==> src/rtl/msg_aligner_fifo_if.sv <==
// msg_aligner_fifo_if: groups the message-in, message-out and status signals
// of msg_aligner_fifo. The master side drives incoming messages and out_ready.
// The slave side is the aligner/FIFO itself.
// Defining MSG_ALIGNER_STATS_EN adds the two statistics counters to the bundle.
interface msg_aligner_fifo_if #(
    parameter int DEPTH_LOG2 = 3
);
    // Extractor side: one right-justified message per in_valid pulse.
    logic                  in_valid;
    logic [255:0]          in_data;
    logic [31:0]           in_bytemask;

    // Order-book side: show-ahead valid/ready.
    logic                  out_ready;
    logic                  out_valid;
    logic [255:0]          out_data;
    logic [5:0]            out_length;

    // Status.
    logic [DEPTH_LOG2:0]   fifo_level;
    logic [15:0]           drop_count;
    logic [15:0]           err_count;
`ifdef MSG_ALIGNER_STATS_EN
    logic [31:0]           stat_msg_count;
    logic [31:0]           stat_byte_count;
`endif

    modport master (
`ifdef MSG_ALIGNER_STATS_EN
        input  stat_msg_count, stat_byte_count,
`endif
        output in_valid, in_data, in_bytemask, out_ready,
        input  out_valid, out_data, out_length, fifo_level, drop_count, err_count
    );

    modport slave (
`ifdef MSG_ALIGNER_STATS_EN
        output stat_msg_count, stat_byte_count,
`endif
        input  in_valid, in_data, in_bytemask, out_ready,
        output out_valid, out_data, out_length, fifo_level, drop_count, err_count
    );
endinterface

==> src/rtl/msg_aligner_fifo.sv <==
// msg_aligner_fifo: accepts right-justified messages from the extractor.
// It checks the byte mask and left-justifies each legal message with its
// length tag. The result is buffered in a show-ahead FIFO of 2**DEPTH_LOG2
// entries for the order-book stage.
// The extractor cannot be stalled. When the FIFO is full, a whole message is
// dropped and counted. A message with an illegal mask is discarded and counted.
// Optional feature: define MSG_ALIGNER_STATS_EN to add stat_msg_count and
// stat_byte_count. These count messages written and bytes read out, and wrap.
module msg_aligner_fifo #(
    parameter int DEPTH_LOG2 = 3
) (
    input  logic              clk,
    input  logic              reset_n,
    msg_aligner_fifo_if.slave bus
);
    localparam int DEPTH = 1 << DEPTH_LOG2;

    typedef logic [DEPTH_LOG2-1:0] ptr_t;
    typedef logic [DEPTH_LOG2:0]   lvl_t;

    typedef struct packed {
        logic [255:0] data;
        logic [5:0]   len;
    } entry_t;

    // ------------------------------------------------------------------
    // Stage A: mask check and left-justification
    // ------------------------------------------------------------------
    logic [5:0]   len_c;
    logic [32:0]  ones_c;
    logic         legal_c;
    logic [255:0] masked_c;
    logic [8:0]   shamt_c;
    logic [255:0] aligned_c;

    // Count mask bits and zero every byte the mask does not cover.
    // NOTE: each always_comb output is given a default before any conditional or loop update, so no latch can be inferred.
    always_comb begin
        len_c    = '0;
        masked_c = '0;
        for (int i = 0; i < 32; i++) begin
            len_c              = len_c + 6'(bus.in_bytemask[i]);
            masked_c[8*i +: 8] = bus.in_data[8*i +: 8] & {8{bus.in_bytemask[i]}};
        end
    end

    // A legal mask is exactly len contiguous ones starting at bit 0, with len >= 1.
    assign ones_c    = (33'd1 << len_c) - 33'd1;
    assign legal_c   = (len_c != 6'd0) && ({1'b0, bus.in_bytemask} == ones_c);

    // Shift the last byte up so byte 0 lands at [255:248]. A 32-byte message is not shifted.
    assign shamt_c   = 9'd256 - {len_c, 3'b000};
    assign aligned_c = masked_c << shamt_c;

    logic         a_vld_q, a_vld_d;
    logic [255:0] a_data_q, a_data_d;
    logic [5:0]   a_len_q, a_len_d;

    assign a_vld_d  = bus.in_valid & legal_c;
    assign a_data_d = aligned_c;
    assign a_len_d  = len_c;

    // Align register: holds one validated message for the FIFO write on the next edge.
    // NOTE: registers use non-blocking assignments, so every flop samples the pre-edge values of the others.
    always_ff @(posedge clk or negedge reset_n) begin
        if (!reset_n) begin
            a_vld_q  <= 1'b0;
            a_data_q <= '0;
            a_len_q  <= '0;
        end else begin
            a_vld_q <= a_vld_d;
            if (a_vld_d) begin
                a_data_q <= a_data_d;
                a_len_q  <= a_len_d;
            end
        end
    end

    // ------------------------------------------------------------------
    // Stage B: FIFO control
    // ------------------------------------------------------------------
    entry_t mem_q [DEPTH];
    entry_t head_c;

    ptr_t   wr_ptr_q, wr_ptr_d;
    ptr_t   rd_ptr_q, rd_ptr_d;
    lvl_t   level_q,  level_d;
    logic [15:0] drop_count_q, drop_count_d;
    logic [15:0] err_count_q,  err_count_d;

    logic   empty_c;
    logic   full_c;
    logic   do_read_c;
    logic   do_write_c;
    logic   drop_c;
    logic   err_c;

    assign empty_c    = (level_q == '0);
    assign full_c     = (level_q == lvl_t'(DEPTH));
    // out_ready means nothing while the FIFO is empty.
    assign do_read_c  = !empty_c && bus.out_ready;
    // A read on the same edge frees a slot, so a full FIFO can still accept a write.
    assign do_write_c = a_vld_q && (!full_c || do_read_c);
    assign drop_c     = a_vld_q && full_c && !do_read_c;
    assign err_c      = bus.in_valid && !legal_c;

    // Next-state logic for the pointers, the occupancy and the saturating event counters.
    always_comb begin
        wr_ptr_d     = wr_ptr_q;
        rd_ptr_d     = rd_ptr_q;
        level_d      = level_q;
        drop_count_d = drop_count_q;
        err_count_d  = err_count_q;

        if (do_write_c) begin
            wr_ptr_d = wr_ptr_q + ptr_t'(1);
        end
        if (do_read_c) begin
            rd_ptr_d = rd_ptr_q + ptr_t'(1);
        end

        unique case ({do_write_c, do_read_c})
            2'b10:   level_d = level_q + lvl_t'(1);
            2'b01:   level_d = level_q - lvl_t'(1);
            default: level_d = level_q;
        endcase

        if (drop_c && (drop_count_q != 16'hFFFF)) begin
            drop_count_d = drop_count_q + 16'd1;
        end
        if (err_c && (err_count_q != 16'hFFFF)) begin
            err_count_d = err_count_q + 16'd1;
        end
    end

    // Control state: pointers, level and counters, all cleared by the asynchronous reset.
    always_ff @(posedge clk or negedge reset_n) begin
        if (!reset_n) begin
            wr_ptr_q     <= '0;
            rd_ptr_q     <= '0;
            level_q      <= '0;
            drop_count_q <= '0;
            err_count_q  <= '0;
        end else begin
            wr_ptr_q     <= wr_ptr_d;
            rd_ptr_q     <= rd_ptr_d;
            level_q      <= level_d;
            drop_count_q <= drop_count_d;
            err_count_q  <= err_count_d;
        end
    end

    // Storage array write port.
    // NOTE: the storage array has no reset. An entry is only read after it has been written, and the outputs are forced to zero while the FIFO is empty.
    always_ff @(posedge clk) begin
        if (do_write_c) begin
            mem_q[wr_ptr_q] <= {a_data_q, a_len_q};
        end
    end

    // Show-ahead head. Zeroing the head while empty keeps the outputs at zero after reset.
    assign head_c         = mem_q[rd_ptr_q];
    assign bus.out_valid  = !empty_c;
    assign bus.out_data   = empty_c ? '0 : head_c.data;
    assign bus.out_length = empty_c ? '0 : head_c.len;
    assign bus.fifo_level = level_q;
    assign bus.drop_count = drop_count_q;
    assign bus.err_count  = err_count_q;

`ifdef MSG_ALIGNER_STATS_EN
    // ------------------------------------------------------------------
    // Optional statistics: wrap-around counters
    // ------------------------------------------------------------------
    logic [31:0] stat_msg_q,  stat_msg_d;
    logic [31:0] stat_byte_q, stat_byte_d;

    // Count messages written, and accumulate the lengths of messages read out.
    always_comb begin
        stat_msg_d  = stat_msg_q;
        stat_byte_d = stat_byte_q;
        if (do_write_c) begin
            stat_msg_d = stat_msg_q + 32'd1;
        end
        if (do_read_c) begin
            stat_byte_d = stat_byte_q + 32'(head_c.len);
        end
    end

    // Statistics registers.
    always_ff @(posedge clk or negedge reset_n) begin
        if (!reset_n) begin
            stat_msg_q  <= '0;
            stat_byte_q <= '0;
        end else begin
            stat_msg_q  <= stat_msg_d;
            stat_byte_q <= stat_byte_d;
        end
    end

    assign bus.stat_msg_count  = stat_msg_q;
    assign bus.stat_byte_count = stat_byte_q;
`endif

endmodule
==> src/flat_wrapper.sv <==
// flat-port wrapper written by rule: the top's interface ports become plain ports
module msg_aligner_fifo_flat 
#(
    parameter int DEPTH_LOG2 = 3
)
  (clk, reset_n, bus_in_valid, bus_in_data, bus_in_bytemask, bus_out_ready, bus_out_valid, bus_out_data, bus_out_length, bus_fifo_level, bus_drop_count, bus_err_count);
  msg_aligner_fifo_if #(.DEPTH_LOG2(DEPTH_LOG2)) bus_i ();
  input  logic clk;
  input  logic reset_n;
  input wire logic [$bits(bus_i.in_valid)-1:0] bus_in_valid;
  input wire logic [$bits(bus_i.in_data)-1:0] bus_in_data;
  input wire logic [$bits(bus_i.in_bytemask)-1:0] bus_in_bytemask;
  input wire logic [$bits(bus_i.out_ready)-1:0] bus_out_ready;
  output wire logic [$bits(bus_i.out_valid)-1:0] bus_out_valid;
  output wire logic [$bits(bus_i.out_data)-1:0] bus_out_data;
  output wire logic [$bits(bus_i.out_length)-1:0] bus_out_length;
  output wire logic [$bits(bus_i.fifo_level)-1:0] bus_fifo_level;
  output wire logic [$bits(bus_i.drop_count)-1:0] bus_drop_count;
  output wire logic [$bits(bus_i.err_count)-1:0] bus_err_count;
  assign bus_i.in_valid = bus_in_valid;
  assign bus_i.in_data = bus_in_data;
  assign bus_i.in_bytemask = bus_in_bytemask;
  assign bus_i.out_ready = bus_out_ready;
  assign bus_out_valid = bus_i.out_valid;
  assign bus_out_data = bus_i.out_data;
  assign bus_out_length = bus_i.out_length;
  assign bus_fifo_level = bus_i.fifo_level;
  assign bus_drop_count = bus_i.drop_count;
  assign bus_err_count = bus_i.err_count;
  msg_aligner_fifo #(.DEPTH_LOG2(DEPTH_LOG2)) u_core (.clk(clk), .reset_n(reset_n), .bus(bus_i));
endmodule
==> config.mk <==
export PLATFORM = sky130hd
export DESIGN_NAME = msg_aligner_fifo_flat
export DESIGN_NICKNAME = d
export VERILOG_FILES = /design/src/rtl/msg_aligner_fifo_if.sv /design/src/rtl/msg_aligner_fifo.sv /design/src/flat_wrapper.sv
export SDC_FILE = /design/constraint.sdc
export NUM_CORES = 2
export LEC_CHECK = 0
export ABC_AREA = 0
export CAP_MARGIN = 20
export CORE_UTILIZATION = 33
export DETAILED_ROUTE_END_ITERATION = 6
export SETUP_SLACK_MARGIN = 0.2
export SLEW_MARGIN = 40
export SYNTH_ARGS = -nofsm -noshare
export SYNTH_HDL_FRONTEND = slang
export SYNTH_SLANG_ARGS = --single-unit
==> constraint.sdc <==
create_clock -name clk -period 25.9 [get_ports clk]
set_input_delay 5.18 -clock clk [delete_from_list [all_inputs] [get_ports clk]]
set_output_delay 5.18 -clock clk [all_outputs]
set_load 0.01 [all_outputs]
After elaboration in Yosys (flattened, before gate mapping)
Memory sizes are Yosys's and may differ from the RTL's. Index checks and enable logic that the tools add are counted.

Add/subtract/negate cells: 39. Bitwise gates (word level): 33. Reduce and logical (&&, ||, !) cells: 16. Equal/unequal tests: 6. Muxes and demuxes: 5. Shifts and indexed selects: 2.

Operators with widths (count): $and A8 B8 Y8 (32); $mux W256 (1); $shl A256 B9 Y256 (1); $add A6 B1 Y6 (30); $eq A32 B33 Y1 (1); $shl A1 B6 Y33 const A (1); $sub A33 B1 Y33 const B (1); $add A16 B1 Y16 const B (2); $ne A16 B16 Y1 const B (2); $sub A9 B9 Y9 const A (1); $logic_and A1 B1 Y1 (8); $pmux W4 S2 (1); $add A3 B1 Y3 const B (2); $mux W6 (1); $reduce_bool A6 Y1 (1); $add A4 B1 Y4 const B (1); $eq A4 B4 Y1 const B (1); $logic_not A1 Y1 (4); $logic_not A4 Y1 (1); $sub A4 B1 Y4 const B (1); $add A1 B1 Y2 (1); $eq A2 B1 Y1 const B (1); $eq A2 B2 Y1 const B (1); $mux W1 (2); other kinds (3) (3).

Input bits: 292. Bits in writable memories: 2096. Register bits: 305. Output and inout bits: 299. Word-level logic and storage cells: 110. Memories: 1.

Memory list: u_core.mem_q (depth 8, width 262, rd ports 1, clocked after Yosys merged registers in 0, write ports 1, line msg_aligner_fifo.sv:82) `entry_t mem_q [DEPTH];`.

Logic depth before layout (Yosys ltp)
Depth after elaboration: 38. Depth in mapped cells: 36. Mapped depth without buffers: 27.

Worst setup path before layout
Ideal clock, no wire load.

Path kind: input-to-reg. Start point: in bus_out_ready. End point: mem u_core.mem_q[0][0] (netlist bit) (enable). Data arrival time: 30085 ps. Slack: -5710 ps. Setup time: 1525 ps. Cell stages on the path: 3. Required time: 24375 ps. Buffers on the path: 0. Path through: nand3b_1 nand2_1 nor4_1.

Word-level cells in the longest chain between the ends: 5.

RTL lines: from (decl) (line flat_wrapper.sv:13) `input wire logic [$bits(bus_i.out_ready)-1:0] bus_out_ready;`; $logic_and A1 B1 Y1 (line msg_aligner_fifo.sv:101) `assign do_read_c = !empty_c && bus.out_ready;`; $logic_or A1 B1 Y1 (line msg_aligner_fifo.sv:103) `assign do_write_c = a_vld_q && (!full_c || do_read_c);`; $logic_and A1 B1 Y1 (line msg_aligner_fifo.sv:103); $mux W1 (line msg_aligner_fifo.sv:156) `if (do_write_c) begin`; $mux W1 (not written as such) (line msg_aligner_fifo.sv:157) `mem_q[wr_ptr_q] <= {a_data_q, a_len_q};`; to (decl) (line msg_aligner_fifo.sv:82).

Every way passes these cells.

Worst setup path after layout
Start point: in bus_in_bytemask[24]. End point: reg u_core.a_data_q[46].

Word-level cells in the longest chain between the ends: 13. Elaborated cells on any way between the ends: 17. Classes of those cells: 10 x add/sub; 1 x eq/ne; 2 x shift; 2 x bitwise; 2 x reduce/logical.

RTL lines: from (decl) (line flat_wrapper.sv:12) `input wire logic [$bits(bus_i.in_bytemask)-1:0] bus_in_bytemask;`; $add A6 B1 Y6 (8 in series) (line msg_aligner_fifo.sv:42) `len_c = len_c + 6'(bus.in_bytemask[i]);`; $shl A1 B6 Y33 (line msg_aligner_fifo.sv:48) `assign ones_c = (33'd1 << len_c) - 33'd1;`; $sub A33 B1 Y33 (line msg_aligner_fifo.sv:48); $eq A32 B33 Y1 (line msg_aligner_fifo.sv:49) `assign legal_c = (len_c != 6'd0) && ({1'b0, bus.in_bytemask} == ones_c);`; $logic_and A1 B1 Y1 (line msg_aligner_fifo.sv:49); $and A1 B1 Y1 (line msg_aligner_fifo.sv:59) `assign a_vld_d = bus.in_valid & legal_c;`; to (signal assigned) (line msg_aligner_fifo.sv:73) `a_data_q <= a_data_d;`; to (decl) (line msg_aligner_fifo.sv:56) `logic [255:0] a_data_q, a_data_d;`.

Parallel ways exist; a longest one is shown, timed or not. A chain may end at the register's enable or synchronous reset.

==> results.json <==
{
  "cts_setup_buffers": 0,
  "slew_headroom_pct": 28.1,
  "maxCapViolCount": 0,
  "synth_edf_count": 2096,
  "period_minus_slack_ns": 15.98,
  "worstSetupPathType": "in -> reg",
  "cts_buffers": 266,
  "fin_nets": 7920,
  "ios": 591,
  "detail_route.wl_per_cell_um": 32.6,
  "netlist_area_sq_um": 108000,
  "grt_max_degree": 201,
  "dieHeight_um": 574,
  "clk_latency_ns": 0.90,
  "synth_cell_types": 84,
  "clkSinkCount": 2401,
  "setup_viol": 0,
  "ctsHoldBuffers": 0,
  "post_cts_resized": 0,
  "end_kind": "flip-flop",
  "dr.pass1.iters": 7,
  "synth-simple-area-share_pct": 7.00,
  "synth_top_family_by_area": "multiplexers",
  "synthAdderAreaFrac_pct": 0.661,
  "dieArea_sq_um": 329000,
  "worstHoldPathType": "reg -> reg",
  "clock_skew_ns": 0.100,
  "cpPeakStageDelay_ns": 1.19,
  "dp_hpwl_mm": 283,
  "cp_common_cell": "fa_1",
  "ys_ff_latch": 2401,
  "min_period_over_period_pct": 61.7,
  "drive_gt1_share_pct": 17.6,
  "clkTransAtPathRegs_ns": 0.06,
  "grt_pass1_vias": 65625,
  "drtAntennaViolNets": 0,
  "synth_compound_area_share_pct": 4.80,
  "cp_max_fo": 83,
  "drcViolationCount": 0,
  "vias": 67732,
  "port_buffers": 590,
  "arrival_ns": 16.76,
  "cts_buffer_depth": 4,
  "avgSynthCellArea_sq_um": 15.2,
  "routed_via_density": 5.58,
  "ys_async_sr_fraction_pct": 12.7,
  "cp_slowest_cell": "fa_4",
  "final.fill_count": 30013,
  "globalplace.congestion": 1.04,
  "fp.dieW_um": 574,
  "std_cell_rows": 209,
  "start_kind": "input port",
  "max_clock_freq_ghz": 0.0626,
  "syn_to_final_growth_pct": 18.5,
  "rsz0062_at_grt": "false",
  "cp.required_ns": 26.68,
  "status": "completed",
  "wl_mm": 395,
  "synth_ff_type": "edfxtp_1",
  "synth.mux.area_fraction_pct": 19.1,
  "cts_tree": "built",
  "grt_pass1_wl_mm": 539,
  "ys_seq_area_share_pct": 65.4,
  "postPlaceCellArea_sq_um": 119000,
  "yosysWarningCount": 0,
  "antenna_found_initial": 46,
  "finalHoldViolCount": 0,
  "whs_path_depth": 1,
  "root_buffer": "clkbuf_16",
  "synth_nets": 7411,
  "drv_slew": 0,
  "final_cell_area_sq_um": 128000,
  "setup_tns_ns": 0,
  "start_util_pct": 33.2,
  "h-tree-depth": 5,
  "core_sq_um": 325000,
  "grt_usage_pct": 23.4,
  "drt-initial-drc-count": 8626,
  "grt_overflow": 0,
  "synthCells": 7077,
  "r2r_cells": 9,
  "synth_xor_area_share_pct": 0.655,
  "worst_slew_pin_slew_ns": 1.07
}
## routing by layer
layer,vias to the layer above,GRT usage [%],routed length (um)
li1,28315,-,-
met1,35380,33.0,170000
met2,3377,34.2,171000
met3,640,5.59,34900
met4,20,10.1,18800
met5,-,0,216
## worst max-delay path, delay by kind of cell
| family | cells | cell delay (ns) |
|---|---|---|
| adder cells (fa/ha/maj) | 9 | 5.03 |
| buffers and inverters | 9 | 3.45 |
| AND/OR/NAND/NOR | 7 | 1.82 |
| multiplexers | 2 | 0.75 |
| XOR/XNOR | 1 | 0.22 |
| AO/OA/AOI/OAI | 1 | 0.15 |
## final cells by class
class	instances	area (sq um)	share of cell area (%)
Clock buffer	324	7030	5.50
Clock inverter	154	1650	1.29
Antenna cell	14	35.0	0.0274
Sequential cell	2401	70600	55.2
Inverter	64	253	0.198
Tap cell	4325	5410	4.23
Multi-Input combinational cell	4078	35100	27.4
Timing Repair Buffer	775	7810	6.11
## state kept, by name, summed over array words and instances (netlist names)
name,cells
u_core.a_data_q,256
u_core.a_len_q,6
u_core.a_vld_q,1
u_core.bus.drop_count,16
u_core.bus.err_count,16
u_core.bus.fifo_level,4
u_core.mem_q,2096
u_core.rd_ptr_q,3
u_core.wr_ptr_q,3
## final timing paths
path	startpoint	to	slack (ns)
worst max-delay path	bus_in_bytemask[24]	u_core.a_data_q[46]	9.92
worst min-delay path	u_core.bus.drop_count[14]	u_core.bus.drop_count[14]	0.50
min in group asynchronous	reset_n	u_core.bus.drop_count[4]	4.27
max in group asynchronous	reset_n	u_core.a_data_q[240]	20.10
worst max register to register	u_core.bus.fifo_level[0]	u_core.mem_q[2][259]	20.87
worst min register to register	u_core.bus.drop_count[14]	u_core.bus.drop_count[14]	0.50
## cells by family after synthesis
family,Yosys count
adder cells (fa/ha/maj),42
XOR/XNOR,79
multiplexers,1324
flip-flops,2401
AND/OR/NAND/NOR,1765
AO/OA/AOI/OAI,868
buffers and inverters,598
## placed cells by master (no fill, tap or decap), types with 26 or more instances in the layout
cell	n
edfxtp_1	2096
nor2_1	815
clkdlybuf4s50_1	584
mux4_2	526
mux2i_1	521
nand2_1	454
o21ai_0	315
dfrtp_1	302
clkbuf_16	271
nand3_1	255
a21oi_1	200
buf_4	124
mux2_4	101
mux2_2	85
mux2_1	78
o211ai_1	75
a31oi_1	69
xnor2_1	63
inv_1	62
nor3_1	59
clkinv_1	58
clkbuf_1	48
o21ai_1	47
clkinv_2	33
buf_6	30
and3_1	29
bufinv_16	26
## cell usage after synthesis (all sizes together), types with 11 or more instances
cell	n	area (sq um)
clkbuf	362	1360
edfxtp	2096	62900
nand2	456	1730
a31oi	75	484
a211oi	18	135
xor2	12	105
mux2i	534	5360
nand2b	19	119
nor2	822	3090
nor3	65	335
a311oi	20	175
nor4	14	115
or2	17	106
o21ai	366	1840
or3	20	125
o31ai	15	113
nor2b	15	93.8
ha	17	213
a2111oi	19	174
mux2	264	3350
fa	25	500
buf	172	1010
mux4	526	11800
and3	29	181
a21o	15	113
xnor2	67	602
nand4	25	169
dfrtp	305	7630
nand3	255	1280
a21oi	202	1010
o211ai	76	576
inv	64	240
and2	11	68.8
## through the flow
step           utilization, %  hold WS [ns]  std cells  worst slack (ns)
2_1_floorplan               -         0.518       7077              1.39
3_3_place_gp             36.5         0.486      11623              8.44
3_5_place_dp             36.6         0.487      11636              8.61
4_1_cts                  39.3         0.501      12114              9.57
5_1_grt                  39.3         0.522      12124              9.39
6_report                 39.4         0.504      12135              9.92
Power is not shown: default switching activity piles up to over one toggle a cycle in this logic, so the estimate is an artifact.
